<file path="config.mk">
export PLATFORM = sky130hd
export DESIGN_NAME = record_capture_ctrl_flat
export DESIGN_NICKNAME = d
export VERILOG_FILES = /design/src/rtl/record_capture_ctrl_if.sv /design/src/rtl/record_capture_ctrl.sv /design/src/flat_wrapper.sv
export SDC_FILE = /design/constraint.sdc
export NUM_CORES = 1
export LEC_CHECK = 0
export BUFFER_PORTS_ARGS = -buffer_cell sky130_fd_sc_hd__buf_2
export CORE_UTILIZATION = 35
export CTS_BUF_LIST = sky130_fd_sc_hd__clkbuf_4 sky130_fd_sc_hd__clkbuf_8 sky130_fd_sc_hd__clkbuf_16
export DETAILED_ROUTE_END_ITERATION = 10
export SYNTH_ARGS = -nofsm -noshare
export SYNTH_HDL_FRONTEND = slang
export SYNTH_SLANG_ARGS = --single-unit
export TNS_END_PERCENT = 1
</file>
<file path="constraint.sdc">
create_clock -name clk -period 27.7 [get_ports clk]
set_clock_uncertainty 0.2 [all_clocks]
set_input_delay 8.31 -clock clk [delete_from_list [all_inputs] [get_ports clk]]
set_output_delay 8.31 -clock clk [all_outputs]
set_load 0.02 [all_outputs]
</file>
<file path="src/rtl/record_capture_ctrl_if.sv">
// ---------------------------------------------------------------------------
// record_capture_ctrl_if
// Merged word stream leaving the capture controller (valid/ready).
//   outData  : captured 32-bit word
//   outChan  : channel that produced outData
//   outValid : word valid, held until accepted
//   outReady : downstream accept
// master = controller side, slave = DMA/FIFO side.
// ---------------------------------------------------------------------------
interface record_capture_ctrl_if #(
    parameter int unsigned CH_W = 2
);
    logic [31:0]     outData;
    logic [CH_W-1:0] outChan;
    logic            outValid;
    logic            outReady;

    modport master (
        output outData,
        output outChan,
        output outValid,
        input  outReady
    );

    modport slave (
        input  outData,
        input  outChan,
        input  outValid,
        output outReady
    );
endinterface

</file>
<file path="src/rtl/record_capture_ctrl.sv">
// ---------------------------------------------------------------------------
// record_capture_ctrl
// Sequences a bank of N_CH record units for one capture run, detects each
// completed word as a rising edge of chValid, buffers one word per channel
// and merges pending words round-robin onto a single tagged word stream.
//
// Ports:
//   clk, reset  : clock, asynchronous active-high reset
//   start       : one-cycle pulse, begins a run (IDLE only)
//   stop        : one-cycle pulse, ends a run early (RUN only)
//   wordCount   : words per channel per run, 0 = unlimited (sampled on start)
//   chValid     : per-channel data-valid level
//   chData      : per-channel word, channel i at [32i+31:32i]
//   chEnable    : per-channel record enable
//   stream      : merged output stream (outData/outChan/outValid/outReady)
//   busy        : controller not idle
//   overflow    : sticky per-channel lost-word flags
//   done        : one-cycle pulse after the run has fully drained
// ---------------------------------------------------------------------------
module record_capture_ctrl #(
    parameter  int unsigned N_CH  = 4,
    parameter  int unsigned CNT_W = 16,
    localparam int unsigned CH_W  = (N_CH > 1) ? $clog2(N_CH) : 1
) (
    input  logic                     clk,
    input  logic                     reset,
    input  logic                     start,
    input  logic                     stop,
    input  logic [CNT_W-1:0]         wordCount,
    input  logic [N_CH-1:0]          chValid,
    input  logic [N_CH*32-1:0]       chData,
    output logic [N_CH-1:0]          chEnable,
    record_capture_ctrl_if.master    stream,
    output logic                     busy,
    output logic [N_CH-1:0]          overflow,
    output logic                     done
);

    typedef enum logic [1:0] {
        IDLE,
        RUN,
        DRAIN
    } state_t;

    state_t          state;
    state_t          state_nxt;
    logic            go_run;
    logic            go_drain;
    logic            go_idle;

    logic [N_CH-1:0]  prev;
    logic [N_CH-1:0]  pending;
    logic [N_CH-1:0]  cap;
    logic [N_CH-1:0]  hit;
    logic [N_CH-1:0]  pop;
    logic [31:0]      hold    [N_CH];
    logic [CNT_W-1:0] cnt     [N_CH];
    logic [CNT_W-1:0] cnt_inc [N_CH];
    logic [CNT_W-1:0] wc;

    logic            load;
    logic            grant_any;
    logic [CH_W-1:0] grant_idx;
    logic [CH_W-1:0] last;

    // -----------------------------------------------------------------------
    // FSM
    // -----------------------------------------------------------------------
    always_ff @(posedge clk or posedge reset) begin
        if (reset) begin
            state <= IDLE;
        end else begin
            state <= state_nxt;
        end
    end

    always_comb begin
        state_nxt = state;
        go_run    = 1'b0;
        go_drain  = 1'b0;
        go_idle   = 1'b0;
        case (state)
            IDLE: begin
                if (start) begin
                    state_nxt = RUN;
                    go_run    = 1'b1;
                end
            end
            RUN: begin
                if (stop || (chEnable == '0)) begin
                    state_nxt = DRAIN;
                    go_drain  = 1'b1;
                end
            end
            DRAIN: begin
                if ((pending == '0) && !stream.outValid) begin
                    state_nxt = IDLE;
                    go_idle   = 1'b1;
                end
            end
            default: begin
                state_nxt = IDLE;
            end
        endcase
    end

    assign busy = (state != IDLE);

    // -----------------------------------------------------------------------
    // Word detection and counter terminal condition
    // -----------------------------------------------------------------------
    always_comb begin
        cap = '0;
        hit = '0;
        for (int unsigned i = 0; i < N_CH; i++) begin
            cnt_inc[i] = (cnt[i] == '1) ? cnt[i] : cnt[i] + 1'b1;
            cap[i]     = (state == RUN) && chValid[i] && !prev[i] && chEnable[i];
            hit[i]     = cap[i] && (wc != '0) && (cnt_inc[i] == wc);
        end
    end

    always_ff @(posedge clk or posedge reset) begin
        if (reset) begin
            prev <= '0;
        end else begin
            prev <= chValid;
        end
    end

    // -----------------------------------------------------------------------
    // Round-robin arbiter: scan starts one past the last granted channel and
    // only looks at words already held (captures this cycle wait a cycle).
    // -----------------------------------------------------------------------
    always_comb begin : arb_comb
        int unsigned idx;
        idx       = 0;
        load      = !stream.outValid || stream.outReady;
        grant_any = 1'b0;
        grant_idx = '0;
        pop       = '0;
        for (int unsigned j = 1; j <= N_CH; j++) begin
            idx = int'(last) + j;
            if (idx >= N_CH) begin
                idx = idx - N_CH;
            end
            if (load && !grant_any && pending[idx]) begin
                grant_any = 1'b1;
                grant_idx = CH_W'(idx);
            end
        end
        if (grant_any) begin
            pop[grant_idx] = 1'b1;
        end
    end

    // -----------------------------------------------------------------------
    // Run control: word limit, enables, counters, overflow, done
    // -----------------------------------------------------------------------
    always_ff @(posedge clk or posedge reset) begin
        if (reset) begin
            wc       <= '0;
            chEnable <= '0;
            overflow <= '0;
            done     <= 1'b0;
            for (int unsigned i = 0; i < N_CH; i++) begin
                cnt[i] <= '0;
            end
        end else begin
            done <= go_idle;
            if (go_run) begin
                wc       <= wordCount;
                chEnable <= '1;
                overflow <= '0;
                for (int unsigned i = 0; i < N_CH; i++) begin
                    cnt[i] <= '0;
                end
            end else begin
                // A capture on the stop edge still counts; the enables all
                // drop regardless once the run leaves RUN.
                if (go_drain) begin
                    chEnable <= '0;
                end else begin
                    chEnable <= chEnable & ~hit;
                end
                for (int unsigned i = 0; i < N_CH; i++) begin
                    if (cap[i]) begin
                        cnt[i] <= cnt_inc[i];
                        if (pending[i] && !pop[i]) begin
                            overflow[i] <= 1'b1;
                        end
                    end
                end
            end
        end
    end

    // -----------------------------------------------------------------------
    // Per-channel hold buffer
    // -----------------------------------------------------------------------
    always_ff @(posedge clk or posedge reset) begin
        if (reset) begin
            pending <= '0;
            for (int unsigned i = 0; i < N_CH; i++) begin
                hold[i] <= '0;
            end
        end else begin
            for (int unsigned i = 0; i < N_CH; i++) begin
                if (cap[i] && (!pending[i] || pop[i])) begin
                    hold[i]    <= chData[i*32 +: 32];
                    pending[i] <= 1'b1;
                end else if (pop[i]) begin
                    pending[i] <= 1'b0;
                end
            end
        end
    end

    // -----------------------------------------------------------------------
    // Output register
    // -----------------------------------------------------------------------
    always_ff @(posedge clk or posedge reset) begin
        if (reset) begin
            stream.outData  <= '0;
            stream.outChan  <= '0;
            stream.outValid <= 1'b0;
            last            <= CH_W'(N_CH - 1);
        end else if (load) begin
            if (grant_any) begin
                stream.outData  <= hold[grant_idx];
                stream.outChan  <= grant_idx;
                stream.outValid <= 1'b1;
                last            <= grant_idx;
            end else begin
                stream.outValid <= 1'b0;
            end
        end
    end

endmodule
</file>
<file path="src/flat_wrapper.sv">
// flat-port wrapper written by rule: the top's interface ports become plain ports
module record_capture_ctrl_flat 
#(
    parameter  int unsigned N_CH  = 4,
    parameter  int unsigned CNT_W = 16,
    localparam int unsigned CH_W  = (N_CH > 1) ? $clog2(N_CH) : 1
)
  (clk, reset, start, stop, wordCount, chValid, chData, chEnable, busy, overflow, done, stream_outData, stream_outChan, stream_outValid, stream_outReady);
  record_capture_ctrl_if stream_i ();
  input  logic clk;
  input  logic reset;
  input  logic start;
  input  logic stop;
  input  logic [CNT_W-1:0] wordCount;
  input  logic [N_CH-1:0] chValid;
  input  logic [N_CH*32-1:0] chData;
  output logic [N_CH-1:0] chEnable;
  output logic busy;
  output logic [N_CH-1:0] overflow;
  output logic done;
  output wire logic [$bits(stream_i.outData)-1:0] stream_outData;
  output wire logic [$bits(stream_i.outChan)-1:0] stream_outChan;
  output wire logic [$bits(stream_i.outValid)-1:0] stream_outValid;
  input wire logic [$bits(stream_i.outReady)-1:0] stream_outReady;
  assign stream_outData = stream_i.outData;
  assign stream_outChan = stream_i.outChan;
  assign stream_outValid = stream_i.outValid;
  assign stream_i.outReady = stream_outReady;
  record_capture_ctrl #(.N_CH(N_CH), .CNT_W(CNT_W)) u_core (.clk(clk), .reset(reset), .start(start), .stop(stop), .wordCount(wordCount), .chValid(chValid), .chData(chData), .chEnable(chEnable), .stream(stream_i), .busy(busy), .overflow(overflow), .done(done));
endmodule
</file>
==> run summary <==
Mapped Nets = 1769
Sw Share = 42.6%
DR vias/cell = 5.69
Pin count of the biggest net entering global routing = 135
CP Capture Type = register
Crit Reg-Reg Startpoint = u_core.last[1]
Area grow syn2layout = 16.1%
Root Buffer = clkbuf_16
Layout cells sized above 1 = 21.0%
1st-iter DRT viols = 1100
PD cells = 111 nW/um^2
CP max stage cell = nor3_1
Worst setup path end = u_core.hold[32]
Post_cts resized = 0
Final Hold Vio Count = 0
Mapped Cells = 1612
Starting density of the core = 35.8%
Internal = 1.09 mW
WL/cell = 20.2 um
CP peak stage delay = 0.55 ns
Grt ovf = 0
Core area = 41200 um^2
Final period utilization = 39.6%
Critical Path Source Type = input port
Post-synth cell types = 74
Clock network power share = 21.4%
Worst-Margin Slew = 1.25 ns
# diodes = 0
Setup tns final = 0 ns
TritonRoute pass-1 iters = 7
Layout fillers = 4095
Multi-input gate area = 7590 um^2
Seq/Total Area, Yosys = 44.9%
I/O Buffers = 197
Antenna Nets Post-Route = 0
Reg power frac = 35.3%
Minimum clock period = 10.97 ns
Final Setup Violations = 0
Site Rows = 74
CP Launch Point = stream_outReady
Top delay family on crit path = buffers and inverters
Peak supply drop = 0.0000759 V
Final non-filler cell total = 2282
Hold Buf Count CTS = 0
Critical Path RT = 27.92 ns
RSZ-0062 raised after global routing = false
Num ports = 198
Die area = 42900 um^2
Routability cong. = 0.917
Combinational share of power = 43.3%
Routed Wire Length = 46.1 mm
Crit path top cell by count = buf_4
Post-synthesis async set-or-reset flop share = 100%
GRT Util Overall = 21.4%
Clock buffer depth = 3
DRC viols = 0
CTS sink count = 264
Flop2flop setup slack = 23.65 ns
WP buf/inv = 4
Placed insts = 2226
CTS tree = yes
Storage cell area = 6610 um^2
Worst hold path class = register to register
Mean Syn Cell Area = 9.14 um^2
Worst Reg-to-Reg Cells = 8
WS Path Type = input port to register
Post-CTS Repair Setup Buffers = 0
Slew Limit Fails = 0
Crit. path cell count = 11
Total vias in the final route = 12992
Crit-path max FO = 66
Die Wd = 207 um
Cell Chain, Critical Path = buf_2 > nor2b_1 > nor3_1 > a211oi_1 > o21ai_4 > buf_4 > nand2_2 > buf_4 > nor3_4 > buf_4 > o22ai_1
Reg-to-Reg End = u_core.hold[87]
Hold slack = 0.272 ns
Leak pwr = 7.36 nW
Initial antenna violation count = 1
Die Ht = 207 um
Post-synth EDFFs = 0
HPWL Detailed = 31.2 mm
Prevailing post-synth register cell = dfrtp_1
Num CTS Buffers = 30
Vias in the first global route = 12882
Yosys reg bits = 264
Worst skew pair latency = 0.58 ns
Max Cap Violations = 0
Top achievable clock speed = 91.1 MHz
Net Sw Power = 0.813 mW
Yosys warning count = 0
Status = completed
First-pass GRT wire length = 74.0 mm
H-tree levels = 1
Final Net Count = 1883
Critical Path AT = 11.19 ns
Clock slew at reported path FFs = 0.06 ns
Slew Limit Headroom = 16.0%
Post-Syn Area = 14700 um^2
## metrics by stage
stage | power [mW] | cell area, um^2 | setup slack (ns) | util, %
3_3_place_gp | 1.48 | 16100 | 16.23 | 39.0
5_1_grt | 2.03 | 17100 | 16.53 | 41.5
6_report | 1.91 | 17100 | 16.73 | 41.5
4_1_cts | 1.92 | 17100 | 16.73 | 41.5
3_5_place_dp | 1.50 | 16100 | 16.10 | 39.0
2_1_floorplan | 1.24 | 14700 | 11.92 | -
## layer usage
| layer | wire (um) | vias to the layer above | GRT usage, % | share of wire (%) |
|---|---|---|---|---|
| met5 | 14 | - | 0 | 0.030 |
| met2 | 21400 | 494 | 35.1 | 46 |
| met3 | 3160 | 58 | 3.44 | 6.9 |
| met1 | 20800 | 6331 | 30.0 | 45 |
| li1 | - | 6107 | - | - |
| met4 | 771 | 2 | 4.30 | 1.7 |
## worst reg2reg max path, stage by stage (launching register included)
cell	delay, ns
dfstp_2	0.68
mux2_2	0.41
or3_4	0.35
a211oi_4	0.35
a32o_1	0.36
o21ai_4	0.08
buf_4	0.29
a21boi_4	0.92
o22ai_1	0.25
## flip-flops by register name, indices dropped and copies added (netlist names)
| name | flops |
|---|---|
| u_core.chEnable | 4 |
| u_core.cnt | 64 |
| u_core.done | 1 |
| u_core.hold | 128 |
| u_core.last | 2 |
| u_core.overflow | 4 |
| u_core.pending | 4 |
| u_core.prev | 4 |
| u_core.state | 2 |
| u_core.stream.outChan | 2 |
| u_core.stream.outData | 32 |
| u_core.stream.outValid | 1 |
| u_core.wc | 16 |
## placed cells by master, fill, tap and decap left out, drive strengths merged, types with 17 or more instances in the layout
master and n:
o22ai 67, nand4 35, nand2 299, o21ai 63, nor3 41, a31oi 17
and3 81, dfrtp 262, a211oi 83, xor2 18, mux2 74, clkbuf 50
a21oi 41, nor2 63, buf 216, nand3 34, nor4 17, o31ai 47
xnor2 65
## synth_stat cells (3+ instances only)
cell type	number	share of area, %
a211oi_1	81	4.1
a21o_1	7	0.36
a21oi_1	40	1.4
a22o_1	6	0.36
a311oi_1	10	0.59
a31oi_1	17	0.72
and2_1	5	0.21
and3_1	81	3.4
and4_1	8	0.48
buf_2	18	0.61
buf_4	5	0.25
buf_6	3	0.23
clkbuf_1	106	2.7
dfrtp_1	262	45
ha_1	4	0.34
inv_1	12	0.31
mux2_1	11	0.84
mux2_2	63	4.8
mux2i_1	12	0.82
nand2_1	299	7.6
nand2b_1	13	0.55
nand3_1	34	1.2
nand3b_1	4	0.20
nand4_1	35	1.5
nand4b_1	3	0.18
nor2_1	63	1.6
nor2b_1	5	0.21
nor3_1	38	1.3
nor4_1	17	0.72
nor4b_1	3	0.18
o2111ai_1	6	0.36
o211ai_1	5	0.25
o21a_1	6	0.31
o21ai_0	62	2.1
o22ai_1	67	2.8
o31ai_1	47	2.4
o41ai_1	4	0.24
or2_2	7	0.30
or3_1	10	0.42
or4_1	7	0.36
xnor2_1	65	3.9
xor2_1	18	1.1
## kinds of logic after synthesis
logic type,after synthesis,synth area share (%)
and+or+nand+nor,642,21.1
AOI/OAI and AO/OA,386,18.0
DFF,264,44.9
buffers and inverters,146,4.15
muxes,87,6.63
xor gates and xnor gates,83,4.94
adders and majority gates,4,0.340
## power by group through the flow
| stage | logic (mW) | registers, mW | clock network, mW |
|---|---|---|---|
| global placement | 0.810 | 0.674 | 0 |
| global route | 0.910 | 0.690 | 0.431 |
| CTS | 0.830 | 0.672 | 0.417 |
| finish | 0.825 | 0.674 | 0.408 |
| floorplan | 0.611 | 0.626 | 0 |
| detailed placement | 0.824 | 0.677 | 0 |
## worst min-delay path by stage
stage | from | depth (start not counted) | endpoint
after detailed placement | u_core.stream.outData[15] | 2 | u_core.stream.outData[15]
final | u_core.stream.outData[20] | 2 | u_core.stream.outData[20]
after global routing | u_core.stream.outData[25] | 2 | u_core.stream.outData[25]
after floorplan | u_core.hold[100] | 1 | u_core.hold[100]
after CTS | u_core.stream.outData[15] | 2 | u_core.stream.outData[15]
after global placement | u_core.stream.outData[29] | 2 | u_core.stream.outData[29]
## cell type report
type	instances	area share [%]
Clock buffer	50	5.74
Inverter	12	0.307
Timing Repair Buffer	216	6.67
Clock inverter	6	0.337
Multi-Input combinational cell	1202	44.4
Tap cell	532	3.89
Sequential cell	264	38.6
Power figures use the tool's default switching activity.
